### src/rtl/mux_sel_scanner.sv
// Steps a 4:1 mux select through channels 0..3, samples the mux output on the
// last dwell cycle of each channel and offers the four samples as one word.
module mux_sel_scanner #(
    parameter int DWELL = 2
) (
    input  logic       clk,
    input  logic       rst,
    input  logic       start,
    input  logic       cont,
    input  logic       abort,
    input  logic       z,
    output logic       s1,
    output logic       s0,
    output logic       busy,
    output logic [3:0] out_data,
    output logic       out_valid,
    input  logic       out_ready
);

    typedef enum logic [1:0] {
        IDLE = 2'd0,
        SCAN = 2'd1,
        HOLD = 2'd2
    } state_t;

    localparam logic [3:0] DWELL_LAST = 4'(DWELL - 1);

    state_t     state_q, state_d;
    logic [1:0] ch_q, ch_d;
    logic [3:0] dwell_q, dwell_d;
    logic [2:0] sample_q, sample_d;
    logic [3:0] out_data_q, out_data_d;
    logic       out_valid_q, out_valid_d;
    logic       busy_q, busy_d;

    // Valid/ready: out_valid rises with the word and stays high, with out_data
    // stable, until an edge sees out_valid & out_ready; abort withdraws it.
    always_comb begin
        state_d     = state_q;
        ch_d        = ch_q;
        dwell_d     = dwell_q;
        sample_d    = sample_q;
        out_data_d  = out_data_q;
        out_valid_d = out_valid_q;
        busy_d      = busy_q;

        case (state_q)
            IDLE: begin
                if (start && !abort) begin
                    state_d = SCAN;
                    ch_d    = 2'd0;
                    dwell_d = 4'd0;
                    busy_d  = 1'b1;
                end
            end
            SCAN: begin
                if (abort) begin
                    state_d = IDLE;
                    ch_d    = 2'd0;
                    dwell_d = 4'd0;
                    busy_d  = 1'b0;
                end else if (dwell_q == DWELL_LAST) begin
                    dwell_d = 4'd0;
                    case (ch_q)
                        2'd0: sample_d[0] = z;
                        2'd1: sample_d[1] = z;
                        2'd2: sample_d[2] = z;
                        default: ;
                    endcase
                    if (ch_q == 2'd3) begin
                        out_data_d  = {z, sample_q};
                        out_valid_d = 1'b1;
                        state_d     = HOLD;
                    end else begin
                        ch_d = ch_q + 2'd1;
                    end
                end else begin
                    dwell_d = dwell_q + 4'd1;
                end
            end
            HOLD: begin
                // Select stays on channel 3 while the word waits.
                if (abort) begin
                    state_d     = IDLE;
                    ch_d        = 2'd0;
                    out_valid_d = 1'b0;
                    busy_d      = 1'b0;
                end else if (out_ready) begin
                    out_valid_d = 1'b0;
                    ch_d        = 2'd0;
                    dwell_d     = 4'd0;
                    if (cont) begin
                        state_d = SCAN;
                    end else begin
                        state_d = IDLE;
                        busy_d  = 1'b0;
                    end
                end
            end
            default: begin
                state_d     = IDLE;
                ch_d        = 2'd0;
                dwell_d     = 4'd0;
                out_valid_d = 1'b0;
                busy_d      = 1'b0;
            end
        endcase
    end

    always_ff @(posedge clk or posedge rst) begin
        if (rst) begin
            state_q     <= IDLE;
            ch_q        <= 2'd0;
            dwell_q     <= 4'd0;
            sample_q    <= 3'd0;
            out_data_q  <= 4'd0;
            out_valid_q <= 1'b0;
            busy_q      <= 1'b0;
        end else begin
            state_q     <= state_d;
            ch_q        <= ch_d;
            dwell_q     <= dwell_d;
            sample_q    <= sample_d;
            out_data_q  <= out_data_d;
            out_valid_q <= out_valid_d;
            busy_q      <= busy_d;
        end
    end

    assign s1        = ch_q[1];
    assign s0        = ch_q[0];
    assign busy      = busy_q;
    assign out_data  = out_data_q;
    assign out_valid = out_valid_q;

endmodule

### config.mk
export PLATFORM = sky130hd
export DESIGN_NAME = mux_sel_scanner
export DESIGN_NICKNAME = d
export VERILOG_FILES = /design/src/rtl/mux_sel_scanner.sv
export SDC_FILE = /design/constraint.sdc
export NUM_CORES = 1
export LEC_CHECK = 0
export ABC_AREA = 1
export CAP_MARGIN = 20
export CORE_MARGIN = 3
export CORE_UTILIZATION = 52
export CTS_BUF_LIST = sky130_fd_sc_hd__clkbuf_4 sky130_fd_sc_hd__clkbuf_8 sky130_fd_sc_hd__clkbuf_16
export CTS_CLUSTER_DIAMETER = 150
export DETAILED_ROUTE_END_ITERATION = 12
export PLACE_DENSITY = 0.77
export SYNTH_ARGS = -nofsm -noshare
export SYNTH_HDL_FRONTEND = slang
export SYNTH_SLANG_ARGS = --single-unit
### constraint.sdc
create_clock -name clk -period 1.6 [get_ports clk]
set_input_delay 0.48 -clock clk [delete_from_list [all_inputs] [get_ports clk]]
set_output_delay 0.48 -clock clk [all_outputs]
set_load 0.02 [all_outputs]
* Word-level counts from Yosys, hierarchy flattened
Index checks and enable logic that the tools add are counted.
Cells by class: $add $sub $neg 2, equality and inequality tests 18, multiplexer cells 33, bitwise operators 2, reductions and logical operators 13
Operator list (count):
- $reduce_and A4 Y1 | 7
- $mux W2 | 12
- $mux W4 | 5
- $ne A3 B3 Y1 const B | 5
- $ne A2 B2 Y1 const B | 7
- $pmux W2 S3 | 2
- $pmux W4 S3 | 1
- $mux W1 | 11
- $eq A2 B2 Y1 const B | 3
- $pmux W1 S3 | 2
- $reduce_and A5 Y1 | 1
- $add A4 B1 Y4 const B | 1
- $eq A2 B1 Y1 const B | 2
- $eq A4 B1 Y1 const B | 1
- $logic_not A2 Y1 | 2
- $reduce_and A3 Y1 | 1
- $add A2 B1 Y2 const B | 1
- $not A1 Y1 | 2
- $logic_and A1 B1 Y1 | 1
- $logic_not A1 Y1 | 1
Word-level totals: bits in registers 17, bits of input ports 7, output and inout port bits 8

* Longest topological paths before layout
Gate-level depths: netlist (run 1).
depth in word-level cells 5, depth in mapped cells 8, gate-level depth less buffers 8

* Worst setup path before layout (run 1)
No wires, ideal clock.
path kind reg-to-reg, start point register ch_q[0], end point register out_data_q[0] (netlist: out_data[0]), setup time 132 ps, arrival 1167 ps, required time 1468 ps, slack 301 ps, stages on the path, launching flop included 5, clock period less this slack 1299 ps, cell sequence dfrtp_1 > ha_1 > inv_1 > nor3_4 > o21ai_0
Between the ends: longest elaborated chain between the ends 2
Ends and longest elaborated chain:
- from (decl) | line 29 | logic [1:0] ch_q, ch_d;
- from (signal assigned) | line 121 | ch_q <= ch_d;
- $eq A2 B2 Y1 | line 70 | if (ch_q == 2'd3) begin
- $reduce_and A4 Y1 (no line)
- to (signal assigned) | line 124 | out_data_q <= out_data_d;
- to (decl) | line 32 | logic [3:0] out_data_q, out_data_d;
Every way passes these cells. A chain may end at the register's enable or synchronous reset.

* Worst setup path after layout (run 1)
start point register ch_q[1], end point output port s1
RTL lines:
- to (decl) | line 12 | output logic s1,
No word-level cell between the ends.

==> results of run 1 <==
==> metal layers <==
metal | track usage | vias to the layer above
li1 | - | 453
met1 | 0.238 | 421
met2 | 0.335 | 26
met3 | 0.0755 | 6
met4 | 0.0922 | 0
met5 | 0 | -
==> power by group through the flow <==
stage                     clock (mW)  combinational, mW  sequential (mW)
final                          0.231              0.758            0.633
after global routing           0.253              0.859            0.650
after CTS                      0.240              0.760            0.633
after detailed placement           0              0.792            0.638
after global placement             0              0.757            0.632
after floorplan                    0              0.422            0.703
==> worst min path at each step <==
stage / endpoint / slack [ns] / cells after the start
2_1_floorplan: busy / 0.41 / 1
3_3_place_gp: out_data[1] / 0.47 / 2
3_5_place_dp: out_data[2] / 0.47 / 2
4_1_cts: out_data[2] / 0.49 / 2
5_1_grt: busy / 0.52 / 2
6_report: out_data[2] / 0.49 / 2
==> registers in the layout, indices dropped and copies added, names as in the netlist <==
name and count:
sample_q 3, state_q 2, busy 1, ch_q 2, out_data 4, out_valid 1, dwell_q 4
==> through the flow <==
stage          hold WS (ns)  TNS (ns)
6_report              0.486         0
5_1_grt               0.523   -0.0163
4_1_cts               0.494         0
3_5_place_dp          0.471     -1.02
3_3_place_gp          0.466    -0.544
2_1_floorplan         0.406         0
==> cells in the final DEF (no fill, tap or decap), drive strengths merged <==
master / count
dfrtp: 17
or2: 1
nand2: 33
ha: 7
nor3: 2
inv: 22
xor2: 1
clkbuf: 3
a21oi: 1
nand3: 7
nand4: 10
nor2: 11
o21ai: 11
clkdlybuf4s50: 6
o22ai: 1
clkinv: 1
buf: 7
dlygate4sd2: 8
==> timing repair <==
| item | CTS | global route |
|---|---|---|
| setup endpoints to repair | 8 | 8 |
| pin swaps | 0 | 1 |
| resized for setup | 8 | 0 |
==> logic make-up (layout without fill, tap and decap cells) <==
logic type | count (synthesis) | after routing | synth area share
simple gates | 64 | 64 | 0.324
compound gates | 13 | 13 | 0.0703
flops | 17 | 17 | 0.427
xor+xnor | 1 | 1 | 0.00878
buf+inv | 22 | 47 | 0.0828
fa+ha+maj | 7 | 7 | 0.0878
==> cell type report <==
class | count | area share
multi-input combinational | 85 | 0.395
sequential | 17 | 0.343
timing repair buffer | 21 | 0.147
inverter | 22 | 0.0667
tap | 25 | 0.0253
clock buffer | 3 | 0.0182
clock inverter | 1 | 0.00404
==> run summary, run 1 <==
CTS
------------------------------------------------------------------------------------------
CTS tree                                                                              done
H-tree levels                                                                            1
Worst skew pair latency                                                            0.29 ns
Total number of clock tree sinks                                                        17
Number of buffers added to fix hold violations after cts                                 0
Cell at the root of the clock tree                                                clkbuf_4
Number of CTS-inserted buffers                                                           3
Buffers inserted during post-CTS setup optimization                                      0
Clock edge transition at the registers on the reported setup and hold paths        0.10 ns
Number of buffers on the longest clock path                                              2

LOGIC SYNTHESIS
------------------------------------------------------------------------------------------
Leading register cell type out of synthesis                                        dfrtp_1
Post-synthesis instance area                                                       997 µm²
Distinct cells, synth                                                                   21
Instance count of the mapped netlist                                                   124
Fraction of synthesis flops using an asynchronous set or reset pin                    1.00
Main area contributors after synthesis                                        dfrtp_1 (43%), nand2_1 (12%), ha_1 (8.8%)
Synth top area share                                                                 0.427
Synthesis warning total                                                                  0
Post-synth EDFFs                                                                         0
Average cell area after synthesis                                                 8.04 µm²
List of most frequent post-synthesis cells                                    nand2_1 (31), inv_1 (19), dfrtp_1 (17)
Sequential cell area fraction in the yosys report                                    0.427
Register bit total from synthesis                                                       17
Most frequent cell after synthesis                                                 nand2_1
Net count after synthesis                                                              138
Cell taking the most area after synthesis                                          dfrtp_1

DIE
------------------------------------------------------------------------------------------
Core Rows                                                                               15
Overall die area                                                               0.00248 mm²
Placeable Area                                                                 0.00176 mm²
Num ports                                                                               15
Vertical extent of the die                                                         49.8 µm
Die Span X                                                                         49.8 µm
Effective utilization at floorplan                                                   0.565

CRITICAL PATH
------------------------------------------------------------------------------------------
Crit end category                                                             primary output
Kind of critical path                                                         flip-flop to primary output
Worst reg2reg setup slack                                                          0.09 ns
Slowest cell on the critical path                                                  dfrtp_1
Number of buffer and inverter stages on the critical path                                1
Maximum cell stage delay along the critical path                                   0.41 ns
Arr. time, crit path                                                               1.04 ns
Worst setup path startpoint                                                        ch_q[1]
Critical R2R Launch                                                             dwell_q[1]
Total stage count of the critical path                                                   1
Gate family responsible for the most delay along the worst path                 flip-flops
Ordered cell list for the critical path                                       dlygate4sd2_1
CP startpoint kind                                                               flip-flop
Length in cells of the worst reg-to-reg path                                             7
Maximum fanout encountered on the critical timing path                                   2
Worst reg2reg path endpoint                                                     state_q[0]
Critical Path Sink                                                                      s1
Critical path data required time                                                   1.12 ns

DETAILED ROUTING
------------------------------------------------------------------------------------------
Met1 Routed Length                                                                  955 µm
First DRT Iteration DRCs                                                                12
Via/cell ratio                                                                        5.21
Met3 routed wirelength                                                               86 µm
Post-route ant nets                                                                      0
DRC viols                                                                                0
Number of iterations in the first detailed-routing pass                                  4
Routed length per instance                                                         12.0 µm
Highest routed layer                                                                  met4
Vias after detailed routing                                                            906
Total routed wirelength                                                            2090 µm
Met2 wire length                                                                   1000 µm

POWER AND IR DROP
------------------------------------------------------------------------------------------
Combinational cell fraction of total power                                           0.468
Sw frac                                                                              0.436
Leakage power total                                                               0.674 nW
Total power per unit cell area                                                 1310 mW/mm²
Clk pwr share                                                                        0.142
Total chip power                                                                   1.62 mW
Maximum vdd ir drop                                                                1.10 mV
Switching power of the nets                                                         707 µW
Share of power burned in registers                                                   0.390
Internal power contribution                                                         914 µW

TIMING
------------------------------------------------------------------------------------------
Final setup skew                                                                0.00621 ns
Max frequency                                                                    0.659 GHz
Unrepaired setup endpoints after global routing                                       true
Worst Setup Slack, final                                                         0.0824 ns
Final Hold Vio Count                                                                     0
Slew at the pin closest to its max-slew limit                                     0.324 ns
Final Max Slew Viols                                                                     0
Final critical delay including setup and external delays                           1.52 ns
Count of final setup violators                                                           0
Worst-case headroom to the max-slew limit                                            0.783
Final period utilization                                                             0.948

HOLD PATH
------------------------------------------------------------------------------------------
Hold Crit Class                                                               flip-flop to flip-flop
Worst Min Path Start                                                           sample_q[2]

PLACE
------------------------------------------------------------------------------------------
Detailed placer's ending HPWL                                                      1650 µm
Final Wtd Congestion                                                                 0.903
Placement Setup Slack                                                            -0.152 ns
Number of buffers inserted by port buffering                                            14
Total placed instance area                                                     0.00122 mm²
Number of placed instances, taps included                                              170

RUN
------------------------------------------------------------------------------------------
# Max-Cap Violations                                                                     0

LAYOUT
------------------------------------------------------------------------------------------
Area growth from synthesis to final layout                                           24.2%
Net count, final                                                                       164
FF+latch area                                                                      425 µm²
Antenna cell count                                                                       0
Post-layout instance area                                                      0.00124 mm²
Layout cells sized above 1                                                           0.154
Post-route core utilization                                                          0.702
Final-layout fill cell count                                                           159
Final instance count without filler cells                                              174
Combined area of the multi-input logic cells                                       489 µm²

GLOBAL ROUTING
------------------------------------------------------------------------------------------
Number of antenna violations at the first check in global routing                        0
Pin count of the biggest net entering global routing                                    18
Grt total ovfl                                                                           0
Global-route wire length before repair                                             3820 µm
Overall fraction of global-route tracks in use                                       0.205
Vias in the first global route                                                         918

STATUS
------------------------------------------------------------------------------------------
Run status                                                                    complete, no violations

Note: power is estimated with default switching activity, not from simulation.
==> run 2: changes to the inputs <==
CORE_UTILIZATION = 56   (was 52)
PLACE_DENSITY = 0.82   (was 0.77)
clock period = 1.9 ns   (was 1.6 ns; I/O delays follow)
==> run 2 against run 1 <==
Final cell count decreased by 2.3%. Flip-flop and latch count stayed put. Final area shrank 1.2%. Global-route usage grew 1.1 points. Core utilization up 6.6 points. Register-to-register slack better by 0.35 ns. Routed wire length decreased by 0.38%. Count of clock-buffer cells in the layout is the same. Via count down 2.9%. Critical path depth is the same. First-iteration DRC count shrank 17%.
==> run summary, run 2 (synthesized netlist as in run 1, its figures left out) <==
STATUS
------------------------------------------------------------------------------------------
Run status                                                                    complete, no violations

POWER AND IR DROP
------------------------------------------------------------------------------------------
Switching power of the nets                                                         591 µW
Internal power contribution                                                         780 µW
Maximum vdd ir drop                                                               0.917 mV
Clk pwr share                                                                        0.145
Share of power burned in registers                                                   0.391
Total power per unit cell area                                                 1120 mW/mm²
Sw frac                                                                              0.431
Combinational cell fraction of total power                                           0.464
Leakage power total                                                               0.656 nW

DETAILED ROUTING
------------------------------------------------------------------------------------------
Total routed wirelength                                                            2090 µm
DRC viols                                                                                0
Vias after detailed routing                                                            880
Routed length per instance                                                         12.3 µm
Post-route ant nets                                                                      0
Number of iterations in the first detailed-routing pass                                  4
First DRT Iteration DRCs                                                                10
Via/cell ratio                                                                        5.18

TIMING
------------------------------------------------------------------------------------------
Final period utilization                                                             0.972
Final Hold Vio Count                                                                     0
Final Max Slew Viols                                                                     0
Max frequency                                                                    0.541 GHz
Unrepaired setup endpoints after global routing                                      false
Slew at the pin closest to its max-slew limit                                     0.279 ns
Worst-case headroom to the max-slew limit                                            0.814
Final critical delay including setup and external delays                           1.85 ns
Setup TNS Final                                                                       0 ns
Final setup skew                                                                0.00650 ns
Count of final setup violators                                                           0

RUN
------------------------------------------------------------------------------------------
# Max-Cap Violations                                                                     0

HOLD PATH
------------------------------------------------------------------------------------------
Hold Path End                                                                  out_data[2]
Hold Crit Class                                                               flip-flop to flip-flop
Number of cells on the worst hold path                                                   2
Worst Min Path Start                                                           sample_q[2]

CRITICAL PATH
------------------------------------------------------------------------------------------
Length in cells of the worst reg-to-reg path                                             7
Arr. time, crit path                                                               1.28 ns
Critical path data required time                                                   1.33 ns
Maximum fanout encountered on the critical timing path                                   2
Slowest cell on the critical path                                             clkdlybuf4s50_1
Critical R2R Launch                                                             dwell_q[1]
Number of buffer and inverter stages on the critical path                                1
Maximum cell stage delay along the critical path                                   0.61 ns
CP startpoint kind                                                               flip-flop
Ordered cell list for the critical path                                       clkdlybuf4s50_1
Gate family responsible for the most delay along the worst path               buffers and inverters
Crit end category                                                             primary output
Worst reg2reg setup slack                                                          0.44 ns
Kind of critical path                                                         flip-flop to primary output
Worst reg2reg path endpoint                                                    sample_q[1]

GLOBAL ROUTING
------------------------------------------------------------------------------------------
Number of antenna violations at the first check in global routing                        0
Overall fraction of global-route tracks in use                                       0.216
Grt total ovfl                                                                           0
Vias in the first global route                                                         826
Pin count of the biggest net entering global routing                                    18
Global-route wire length before repair                                             3460 µm

DIE
------------------------------------------------------------------------------------------
Vertical extent of the die                                                         48.2 µm
Die Span X                                                                         48.2 µm
Effective utilization at floorplan                                                   0.626
Placeable Area                                                                 0.00159 mm²
Num ports                                                                               15
Core Rows                                                                               14
Overall die area                                                               0.00232 mm²

PLACE
------------------------------------------------------------------------------------------
Final Wtd Congestion                                                                 0.857
Number of buffers inserted by port buffering                                            14
Total placed instance area                                                     0.00120 mm²
Detailed placer's ending HPWL                                                      1600 µm
Number of placed instances, taps included                                              166

LAYOUT
------------------------------------------------------------------------------------------
Antenna cell count                                                                       0
Top library cells by usage in the layout, fill and taps aside                 nand2_1 (31), inv_1 (19), dfrtp_1 (17)
Most common library cell in the layout ignoring fill and taps                      nand2_1
Final instance count without filler cells                                              170
Net count, final                                                                       161
Post-route core utilization                                                          0.768
Area growth from synthesis to final layout                                           22.7%
Layout cells sized above 1                                                           0.137
Post-layout instance area                                                      0.00122 mm²

CTS
------------------------------------------------------------------------------------------
Worst skew pair latency                                                            0.30 ns
Clock edge transition at the registers on the reported setup and hold paths        0.10 ns
CTS tree                                                                              done
Number of buffers on the longest clock path                                              2
Cell at the root of the clock tree                                                clkbuf_4
Number of buffers added to fix hold violations after cts                                 0
Number of CTS-inserted buffers                                                           3
Total number of clock tree sinks                                                        17
H-tree levels                                                                            1

run 2: changes by cell type in the layout (fill, tap and decap cells not counted):
cell / delta
dlygate4sd2_1: -7
buf_4: -3
clkdlybuf4s50_1: +7
run 2: stage by stage:
stage / hold WS [ns] / power [mW] / setup WS [ns]
5_1_grt: 0.527 / 1.49 / 0.00156
4_1_cts: 0.499 / 1.38 / 0.0382
2_1_floorplan: 0.447 / 0.948 / 0.601
6_report: 0.497 / 1.37 / 0.0525
3_5_place_dp: 0.471 / 1.18 / -0.000726
3_3_place_gp: 0.465 / 1.16 / 0.0561
run 2: how the worst max path moves through the flow:
stage / start / endpoint / slack [ns] / depth (start not counted)
after CTS: out_valid / out_valid / 0.04 / 1
after detailed placement: abort / ch_q[1] / -0.0007 / 9
after global placement: abort / ch_q[1] / 0.06 / 9
final: busy / busy / 0.05 / 1
after global routing: out_valid / out_valid / 0.002 / 1
after floorplan: ch_q[0] / out_data[0] / 0.60 / 4
run 2: layout make-up:
class | instances | area, µm²
repair buffers | 18 | 169
clock buffers | 3 | 22.5
fillers | 121 | 370
flip-flops and latches | 17 | 425
multi-input cells | 85 | 489
clock inverters | 1 | 5.00
inverters | 22 | 82.6
well taps | 24 | 30.0
run 2: layer usage:
metal,part of all wire,up-vias,track usage,wire length (µm)
li1,-,444,-,-
met1,0.46,405,0.277,959
met2,0.47,24,0.346,975
met3,0.046,7,0.0369,95
met4,0.026,0,0.113,55
met5,0,-,0,0
run 2: power groups by stage:
stage	combinational [mW]	sequential (mW)	clock (mW)
3_3_place_gp	0.618	0.539	0
3_5_place_dp	0.637	0.544	0
4_1_cts	0.637	0.538	0.201
5_1_grt	0.718	0.549	0.220
6_report	0.636	0.537	0.199
2_1_floorplan	0.356	0.592	0
run 2: repair_timing:
action,in CTS,in global routing
setup buffers,0,0
endpoints found under the setup margin,1,0
resized for setup,1,0
